File: src/rtl/fetch_pc_unit_if.sv
// Instruction-memory request/ready channel between the fetch stage and imem.
// The fetch unit is the master: it drives the request and address, and memory answers with ready and data.
interface fetch_pc_unit_if;
  logic        imem_req;
  logic [31:0] imem_addr;
  logic        imem_ready;
  logic [31:0] imem_rdata;

  modport master (output imem_req, output imem_addr, input imem_ready, input imem_rdata);
  modport slave  (input imem_req, input imem_addr, output imem_ready, output imem_rdata);
endinterface

File: src/rtl/fetch_pc_unit.sv
// MIPS32 fetch stage: PC register, single-outstanding imem requests, 2-entry
// instruction queue for decode, and redirect/squash on branch or jump.
module fetch_pc_unit #(
  parameter logic [31:0] RESET_PC = 32'h0040_0000
) (
  input  logic                   clk,
  input  logic                   rst_n,
  input  logic                   branch_taken,
  input  logic [31:0]            branch_target,
  input  logic                   jump,
  input  logic [31:0]            jump_target,
  input  logic                   stall,
  fetch_pc_unit_if.master        imem,
  output logic [31:0]            instr,
  output logic [31:0]            instr_pc,
  output logic                   instr_valid,
  output logic [31:0]            pc
);

  typedef enum logic {FETCH, DISCARD} state_t;

  state_t      state, state_n;
  logic [31:0] pc_n;
  logic        req, req_n;
  logic [31:0] addr, addr_n;
  logic [1:0]  occ, occ_n, occ_pop;
  logic [31:0] q_instr [2];
  logic [31:0] q_pc    [2];
  logic [31:0] q_instr_n [2];
  logic [31:0] q_pc_n    [2];

  logic        redirect, pop, complete, push, outstanding_n;
  logic [31:0] target;

  assign imem.imem_req  = req;
  assign imem.imem_addr = addr;
  assign instr          = q_instr[0];
  assign instr_pc       = q_pc[0];
  assign instr_valid    = (occ != 2'd0);

  always_comb begin
    redirect      = branch_taken | jump;
    target        = (branch_taken ? branch_target : jump_target) & ~32'h3;
    pop           = instr_valid & ~stall;
    complete      = req & imem.imem_ready;
    push          = complete & (state == FETCH) & ~redirect;
    outstanding_n = req & ~imem.imem_ready;

    state_n   = state;
    pc_n      = pc;
    req_n     = req;
    addr_n    = addr;
    q_instr_n = q_instr;
    q_pc_n    = q_pc;

    // Queue: entry 0 is the head; a pop shifts entry 1 forward before any push lands.
    occ_pop = occ - {1'b0, pop};
    if (pop) begin
      q_instr_n[0] = q_instr[1];
      q_pc_n[0]    = q_pc[1];
    end
    if (push) begin
      if (occ_pop == 2'd0) begin
        q_instr_n[0] = imem.imem_rdata;
        q_pc_n[0]    = addr;
      end else begin
        q_instr_n[1] = imem.imem_rdata;
        q_pc_n[1]    = addr;
      end
    end
    occ_n = redirect ? 2'd0 : occ_pop + {1'b0, push};

    if (redirect)  pc_n = target;
    else if (push) pc_n = pc + 32'd4;

    case (state)
      FETCH:   if (redirect && outstanding_n) state_n = DISCARD;
      DISCARD: if (imem.imem_ready)          state_n = FETCH;
      default: state_n = FETCH;
    endcase

    // Issue only when nothing will be in flight and the queue keeps a free slot for the reply.
    if (!outstanding_n) begin
      if (occ_n < 2'd2) begin
        req_n  = 1'b1;
        addr_n = pc_n;
      end else begin
        req_n  = 1'b0;
      end
    end
  end

  always_ff @(posedge clk or negedge rst_n) begin
    if (!rst_n) begin
      state      <= FETCH;
      pc         <= RESET_PC;
      req        <= 1'b0;
      addr       <= 32'd0;
      occ        <= 2'd0;
      q_instr[0] <= 32'd0;
      q_instr[1] <= 32'd0;
      q_pc[0]    <= 32'd0;
      q_pc[1]    <= 32'd0;
    end else begin
      state      <= state_n;
      pc         <= pc_n;
      req        <= req_n;
      addr       <= addr_n;
      occ        <= occ_n;
      q_instr[0] <= q_instr_n[0];
      q_instr[1] <= q_instr_n[1];
      q_pc[0]    <= q_pc_n[0];
      q_pc[1]    <= q_pc_n[1];
    end
  end

endmodule
File: src/flat_wrapper.sv
// flat-port wrapper written by rule: the top's interface ports become plain ports
module fetch_pc_unit_flat 
#(
  parameter logic [31:0] RESET_PC = 32'h0040_0000
)
  (clk, rst_n, branch_taken, branch_target, jump, jump_target, stall, instr, instr_pc, instr_valid, pc, imem_imem_req, imem_imem_addr, imem_imem_ready, imem_imem_rdata);
  fetch_pc_unit_if imem_i ();
  input  logic clk;
  input  logic rst_n;
  input  logic branch_taken;
  input  logic [31:0] branch_target;
  input  logic jump;
  input  logic [31:0] jump_target;
  input  logic stall;
  output logic [31:0] instr;
  output logic [31:0] instr_pc;
  output logic instr_valid;
  output logic [31:0] pc;
  output wire logic [$bits(imem_i.imem_req)-1:0] imem_imem_req;
  output wire logic [$bits(imem_i.imem_addr)-1:0] imem_imem_addr;
  input wire logic [$bits(imem_i.imem_ready)-1:0] imem_imem_ready;
  input wire logic [$bits(imem_i.imem_rdata)-1:0] imem_imem_rdata;
  assign imem_imem_req = imem_i.imem_req;
  assign imem_imem_addr = imem_i.imem_addr;
  assign imem_i.imem_ready = imem_imem_ready;
  assign imem_i.imem_rdata = imem_imem_rdata;
  fetch_pc_unit #(.RESET_PC(RESET_PC)) u_core (.clk(clk), .rst_n(rst_n), .branch_taken(branch_taken), .branch_target(branch_target), .jump(jump), .jump_target(jump_target), .stall(stall), .imem(imem_i), .instr(instr), .instr_pc(instr_pc), .instr_valid(instr_valid), .pc(pc));
endmodule
File: config.mk
export PLATFORM = sky130hd
export DESIGN_NAME = fetch_pc_unit_flat
export DESIGN_NICKNAME = d
export VERILOG_FILES = /design/src/rtl/fetch_pc_unit_if.sv /design/src/rtl/fetch_pc_unit.sv /design/src/flat_wrapper.sv
export SDC_FILE = /design/constraint.sdc
export NUM_CORES = 1
export LEC_CHECK = 0
export CELL_PAD_IN_SITES_DETAIL_PLACEMENT = 1
export CELL_PAD_IN_SITES_GLOBAL_PLACEMENT = 1
export CORE_MARGIN = 4
export CORE_UTILIZATION = 41
export CTS_CLUSTER_DIAMETER = 150
export DETAILED_ROUTE_END_ITERATION = 7
export HOLD_SLACK_MARGIN = 0.02
export PLACE_DENSITY = 0.92
export SLEW_MARGIN = 30
export SYNTH_ARGS = -nofsm -noshare
export SYNTH_HDL_FRONTEND = slang
export SYNTH_SLANG_ARGS = --single-unit
File: constraint.sdc
create_clock -name clk -period 5.43 [get_ports clk]
set_input_delay 1.086 -clock clk [delete_from_list [all_inputs] [get_ports clk]]
set_output_delay 1.086 -clock clk [all_outputs]
set_load 0.02 [all_outputs]
==> impl_metrics.py, run 1 <==
metrics = {
    "timing": {
        "rsz0062_at_grt": "false",
        "hold-worst-slack_ps": 495,
        "maxSlewHeadroom": 0.413,
        "hold_violations": 0,
        "setup_viol": 0,
        "worst_slew_pin_slew_ps": 879,
        "fmax_mhz": 276,
        "skew_ps": 18.1,
        "period_needed_ps": 3630,
        "setup-tns-final_ps": 0,
        "slew_violations": 0,
        "fin_crit_sh": 0.668,
    },
    "clocking": {
        "root_buffer": "clkbuf_16",
        "clk_pin_slew_worst_paths_ps": 80,
        "clkLatencyLatePin_ps": 430,
        "cts_tree": "built",
        "post-cts-setup-buffers": 0,
        "ctsResizeCount": 0,
        "h-tree-depth": 4,
        "clock-sinks": 196,
        "cts_buffers": 17,
        "cts_hold_buffers": 0,
        "cts_buffer_depth": 2,
    },
    "synthesis": {
        "ys.flop_type": "dfrtp_1",
        "ys_seq_elements": 196,
        "synth-simple-area-share": 0.144,
        "ys_types": 48,
        "seq_area_frac_synth": 0.540,
        "synthesis.area_sq_um": 9080,
        "yosys_warnings": 0,
        "synth_xor_area_frac": 0.0289,
        "synth-edff-count": 0,
        "muxShareOfSynthArea": 0.105,
        "synth_top_family_by_area": "simple AND/OR/NAND/NOR gates",
        "synth_compound_area_frac": 0.0953,
        "syn_avg_cell_area_sq_um": 10.3,
        "synth_nets": 986,
        "syn_inst": 881,
        "async_reset_ff_frac": 1.00,
        "synth_fa_ha_area_frac": 0.00413,
    },
    "setup_path": {
        "crit_arrival_ps": 3930,
        "crit_slowest_cell": "xnor2_1",
        "crit_chain": "clkdlybuf4s50_1, nand2b_2, inv_2, ha_1, xnor2_1, xor2_1, nor2_1, nor2b_4, buf_4, mux2_1",
        "startpoint_type": "input port",
        "cp_slowest_stage_delay_ps": 520,
        "path_buf_inv": 3,
        "cp-end-kind": "register",
        "worstPathMaxFanout": 18,
        "r2r_cells": 10,
        "path_depth": 10,
        "critPathKind": "input port to register",
        "cp.required_ps": 5730,
        "path_delay_family": "buffers and inverters",
    },
    "route": {
        "vias": 7160,
        "routed_wl_um": 28300,
        "dr.pass1.iters": 4,
        "drtAntennaViolNets": 0,
        "routedWlPerCell_um": 21.4,
        "vias_per_cell": 5.42,
        "drc": 0,
        "drtIter0Drc": 316,
    },
    "floorplan": {
        "coreArea_sq_um": 21800,
        "initial_core_util": 0.416,
        "chipWidth_um": 157,
        "die_area_sq_um": 24600,
        "io_pins": 232,
        "rows": 54,
        "die_h_um": 157,
    },
    "placed_design": {
        "io_buffers": 227,
        "gp_congestion": 0.849,
        "hpwl_um": 19700,
    },
    "cells_and_area": {
        "final_common_cell": "clkdlybuf4s50_1",
        "n_fill_cell": 2332,
        "syn2layout_area_growth_pct": 29.7,
        "utilization": 0.540,
        "final_cell_mix": "226 x clkdlybuf4s50_1, 195 x dfrtp_1, 161 x nand2_1",
        "fin_nets": 1132,
        "antenna_cells": 0,
        "layout-drive-gt1-share": 0.124,
    },
    "grt": {
        "antenna_found_initial": 2,
        "grt_max_degree": 130,
        "grt_pass1_wl_um": 44100,
        "grt_pass1_vias": 7941,
        "grt_usage": 0.231,
        "grt-ovfl-total": 0,
    },
    "flow_run": {
        "maxCapViolCount": 0,
    },
    "power": {
        "peakVddDrop_mv": 0.193,
        "leakagePower_nw": 5.11,
        "powerDensity_nw_per_um2": 385,
    },
    "status": {
        "status": "finished clean",
    },
    "hold_path": {
        "min_path_type": "register to register",
        "hold_depth": 1,
    },
}
routing by layer:
metal | vias up | global-route usage | routed length, um
met1 | 3643 | 0.290 | 11900
met5 | - | 0 | 20
met3 | 31 | 0.0512 | 1830
li1 | 3243 | - | -
met2 | 239 | 0.403 | 14100
met4 | 4 | 0.0607 | 439
through the flow:
step	cell area (sq um)	std cells	power, mW	setup WS (ps)
after global placement	11200	1288	3.19	1440
after floorplan	9080	881	2.77	2050
after detailed placement	11200	1288	3.26	1340
final	11800	1320	4.54	1800
after global routing	11800	1320	4.75	1540
after CTS	11800	1320	4.58	1770
where the power goes:
group	leakage, nW	switching, mW	internal (mW)	total, mW
clock network	0.302	0.624	0.686	1.31
logic	2.41	0.638	0.626	1.26
registers	2.40	0.208	1.76	1.96
synthesized netlist by cell type, types with 2 or more instances:
| master | n | area share |
|---|---|---|
| dfrtp_1 | 195 | 0.54 |
| nand2_1 | 161 | 0.067 |
| nor2_1 | 89 | 0.037 |
| a31oi_1 | 66 | 0.045 |
| buf_4 | 64 | 0.053 |
| mux2_2 | 64 | 0.079 |
| clkbuf_1 | 30 | 0.012 |
| a21oi_1 | 22 | 0.012 |
| mux2_1 | 19 | 0.024 |
| xnor2_1 | 17 | 0.016 |
| buf_2 | 16 | 0.0088 |
| o22ai_1 | 14 | 0.0096 |
| xor2_1 | 13 | 0.013 |
| nand4_1 | 11 | 0.0076 |
| inv_1 | 10 | 0.0041 |
| nand3_1 | 9 | 0.0050 |
| o21ai_1 | 8 | 0.0044 |
| a22oi_1 | 7 | 0.0058 |
| nor3_1 | 7 | 0.0039 |
| and3_1 | 5 | 0.0034 |
| buf_1 | 4 | 0.0017 |
| nor2b_1 | 4 | 0.0028 |
| a221oi_1 | 3 | 0.0029 |
| and2_1 | 3 | 0.0021 |
| ha_1 | 3 | 0.0041 |
| nand2b_1 | 3 | 0.0021 |
| nor4_1 | 3 | 0.0021 |
| o21ai_0 | 3 | 0.0017 |
| o31ai_1 | 3 | 0.0025 |
| a221o_1 | 2 | 0.0022 |
| a221oi_2 | 2 | 0.0033 |
| buf_6 | 2 | 0.0025 |
| mux2i_1 | 2 | 0.0022 |
| nand3b_1 | 2 | 0.0017 |
| nor4_2 | 2 | 0.0028 |
state kept, by name, indices dropped and copies added, names as in the netlist:
register / flops
u_core.imem.imem_addr: 32
u_core.instr_pc: 32
u_core.instr: 32
u_core.q_instr: 32
u_core.pc: 32
u_core.q_pc: 32
u_core.imem.imem_req: 1
u_core.occ: 2
u_core.state: 1
area by class of cell:
| class | instances | area (sq um) | share of cell area |
|---|---|---|---|
| timing repair buffer | 243 | 2410 | 0.204 |
| clock buffer | 19 | 453 | 0.0384 |
| tap | 280 | 350 | 0.0297 |
| clock inverter | 13 | 163 | 0.0138 |
| inverter | 11 | 41.3 | 0.00351 |
| sequential | 196 | 4910 | 0.416 |
| multi-input combinational | 558 | 3460 | 0.294 |
path summary, 6_finish.rpt:
kind	start	to	slack [ps]
min in group asynchronous	rst_n	u_core.instr[23]	680
worst max-delay path	stall	u_core.imem.imem_addr[15]	1800
worst max register to register	u_core.occ[1]	u_core.imem.imem_addr[15]	2220
worst min-delay path	u_core.q_instr[4]	u_core.q_instr[4]	490
max in group asynchronous	rst_n	u_core.imem.imem_addr[21]	3650
worst min register to register	u_core.q_instr[4]	u_core.q_instr[4]	490
cell families (layout without fill, tap and decap cells):
kind of cell / Yosys count / after routing
adders and majority gates: 3 / 3
buffers and inverters: 127 / 286
xor gates and xnor gates: 30 / 30
AOI/OAI and AO/OA: 135 / 135
DFF: 196 / 196
muxes: 85 / 85
and+or+nand+nor: 305 / 305
Note: power is estimated with default switching activity, not from simulation.
==> inputs of run 2 (changes only) <==
--- a/config.mk
+++ b/config.mk
@@ -8,11 +8,11 @@
 export CELL_PAD_IN_SITES_DETAIL_PLACEMENT = 1
 export CELL_PAD_IN_SITES_GLOBAL_PLACEMENT = 1
 export CORE_MARGIN = 4
-export CORE_UTILIZATION = 41
+export CORE_UTILIZATION = 38
 export CTS_CLUSTER_DIAMETER = 150
 export DETAILED_ROUTE_END_ITERATION = 7
 export HOLD_SLACK_MARGIN = 0.02
-export PLACE_DENSITY = 0.92
+export PLACE_DENSITY = 0.87
 export SLEW_MARGIN = 30
 export SYNTH_ARGS = -nofsm -noshare
 export SYNTH_HDL_FRONTEND = slang
==> constraint.sdc (replaced) <==
create_clock -name clk -period 3.4 [get_ports clk]
set_input_delay 0.68 -clock clk [delete_from_list [all_inputs] [get_ports clk]]
set_output_delay 0.68 -clock clk [all_outputs]
set_load 0.02 [all_outputs]
==> impl_metrics.py, run 2 (synthesis results as in run 1) <==
metrics = {
    "status": {
        "status": "finished clean",
    },
    "grt": {
        "grt_pass1_wl_um": 44200,
        "antenna_found_initial": 0,
        "grt_max_degree": 85,
        "grt-ovfl-total": 0,
        "grt_usage": 0.213,
        "grt_pass1_vias": 7847,
    },
    "timing": {
        "rsz0062_at_grt": "false",
        "maxSlewHeadroom": 0.446,
        "worst_slew_pin_slew_ps": 832,
        "skew_ps": 10.8,
        "setup_viol": 0,
        "fin_crit_sh": 0.813,
        "setup-tns-final_ps": 0,
        "hold_violations": 0,
        "fmax_mhz": 362,
        "slew_violations": 0,
        "period_needed_ps": 2760,
    },
    "floorplan": {
        "coreArea_sq_um": 23500,
        "chipWidth_um": 163,
        "io_pins": 232,
        "initial_core_util": 0.387,
        "die_h_um": 163,
        "rows": 56,
        "die_area_sq_um": 26400,
    },
    "cells_and_area": {
        "syn2layout_area_growth_pct": 31.7,
        "multi_input_area_sq_um": 3460,
        "regArea_sq_um": 4910,
        "layout-drive-gt1-share": 0.134,
        "final_cell_mix": "226 x clkdlybuf4s50_1, 195 x dfrtp_1, 161 x nand2_1",
        "final_area_sq_um": 12000,
        "fin_nets": 1146,
        "final_common_cell": "clkdlybuf4s50_1",
        "n_fill_cell": 2538,
    },
    "route": {
        "routed_wl_um": 27900,
        "drtAntennaViolNets": 0,
        "routedWlPerCell_um": 20.3,
        "vias_per_cell": 5.23,
        "vias": 7191,
        "drc": 0,
        "drtIter0Drc": 356,
        "dr.pass1.iters": 4,
    },
    "power": {
        "peakVddDrop_mv": 0.346,
        "powerDensity_nw_per_um2": 602,
        "leakagePower_nw": 5.18,
        "switching_share": 0.324,
        "seqPwrFrac": 0.434,
        "internal-power_mw": 4.87,
        "combPwrFrac": 0.282,
        "p_clk_frac": 0.283,
        "p_sw_mw": 2.33,
    },
    "setup_path": {
        "r2r_cells": 11,
        "critPathKind": "input port to register",
        "cp.required_ps": 3670,
        "r2r_start": "u_core.occ[1]",
        "startpoint_type": "input port",
        "cp-end-kind": "register",
        "worstPathMaxFanout": 6,
        "crit_arrival_ps": 3030,
        "reg2reg_slack_ps": 750,
        "r2r-end": "u_core.imem.imem_addr[26]",
    },
    "placed_design": {
        "gp_congestion": 0.813,
        "placed_cell_area_sq_um": 11400,
        "hpwl_um": 20100,
        "io_buffers": 227,
    },
    "clocking": {
        "cts_tree": "built",
        "clkLatencyLatePin_ps": 430,
        "clk_pin_slew_worst_paths_ps": 70,
        "cts_buffers": 17,
        "ctsResizeCount": 0,
        "root_buffer": "clkbuf_16",
        "clock-sinks": 196,
        "cts_buffer_depth": 2,
        "post-cts-setup-buffers": 0,
        "cts_hold_buffers": 0,
        "h-tree-depth": 4,
    },
    "hold_path": {
        "min_path_type": "input port to asynchronous set/reset pin",
    },
    "flow_run": {
        "maxCapViolCount": 0,
    },
}
## run 2: worst max path at each step
stage                     start  cells after the start                        end
final                      jump                      9  u_core.imem.imem_addr[26]
after global placement     jump                      9  u_core.imem.imem_addr[30]
after detailed placement   jump                      9  u_core.imem.imem_addr[28]
after CTS                  jump                      9  u_core.imem.imem_addr[28]
after floorplan           stall                     12  u_core.imem.imem_addr[12]
after global routing       jump                      9  u_core.imem.imem_addr[28]
## run 2: critical path, stage by stage
cell,delay (ps)
clkdlybuf4s50_1,420
or2_1,300
nor2_1,290
ha_1,230
xor2_1,210
o21ai_1,140
buf_4,190
nor2_1,420
a221oi_1,150
## run 2: stage by stage
step	hold slack (ps)	utilization	power [mW]	setup WS (ps)	cells
after floorplan	384	-	4.43	430	881
after global placement	466	0.484	5.12	282	1341
after detailed placement	476	0.484	5.23	150	1341
after CTS	324	0.510	7.28	582	1373
after global routing	349	0.510	7.57	398	1373
final	295	0.510	7.20	637	1374
## run 2: metal layers
layer / global-route usage / vias to the layer above / wire length (um)
met4: 0.0370 / 0 / 244
met2: 0.360 / 214 / 13700
met3: 0.0607 / 18 / 1900
met1: 0.277 / 3681 / 12100
li1: - / 3278 / -
met5: 0 / - / 0
## run 2: layout make-up
type	instances	share of cell area
clock buffer	18	0.0359
clock inverter	14	0.0139
tap	319	0.0334
sequential	196	0.410
timing repair buffer	257	0.214
inverter	11	0.00345
antenna	1	0.000209
multi-input combinational	558	0.289
## run 2: power groups by stage
stage,logic [mW],clock network [mW],registers (mW)
floorplan,1.25,0,3.18
global placement,1.99,0,3.14
detailed placement,2.05,0,3.18
CTS,2.06,2.09,3.13
global route,2.17,2.20,3.20
finish,2.03,2.04,3.13
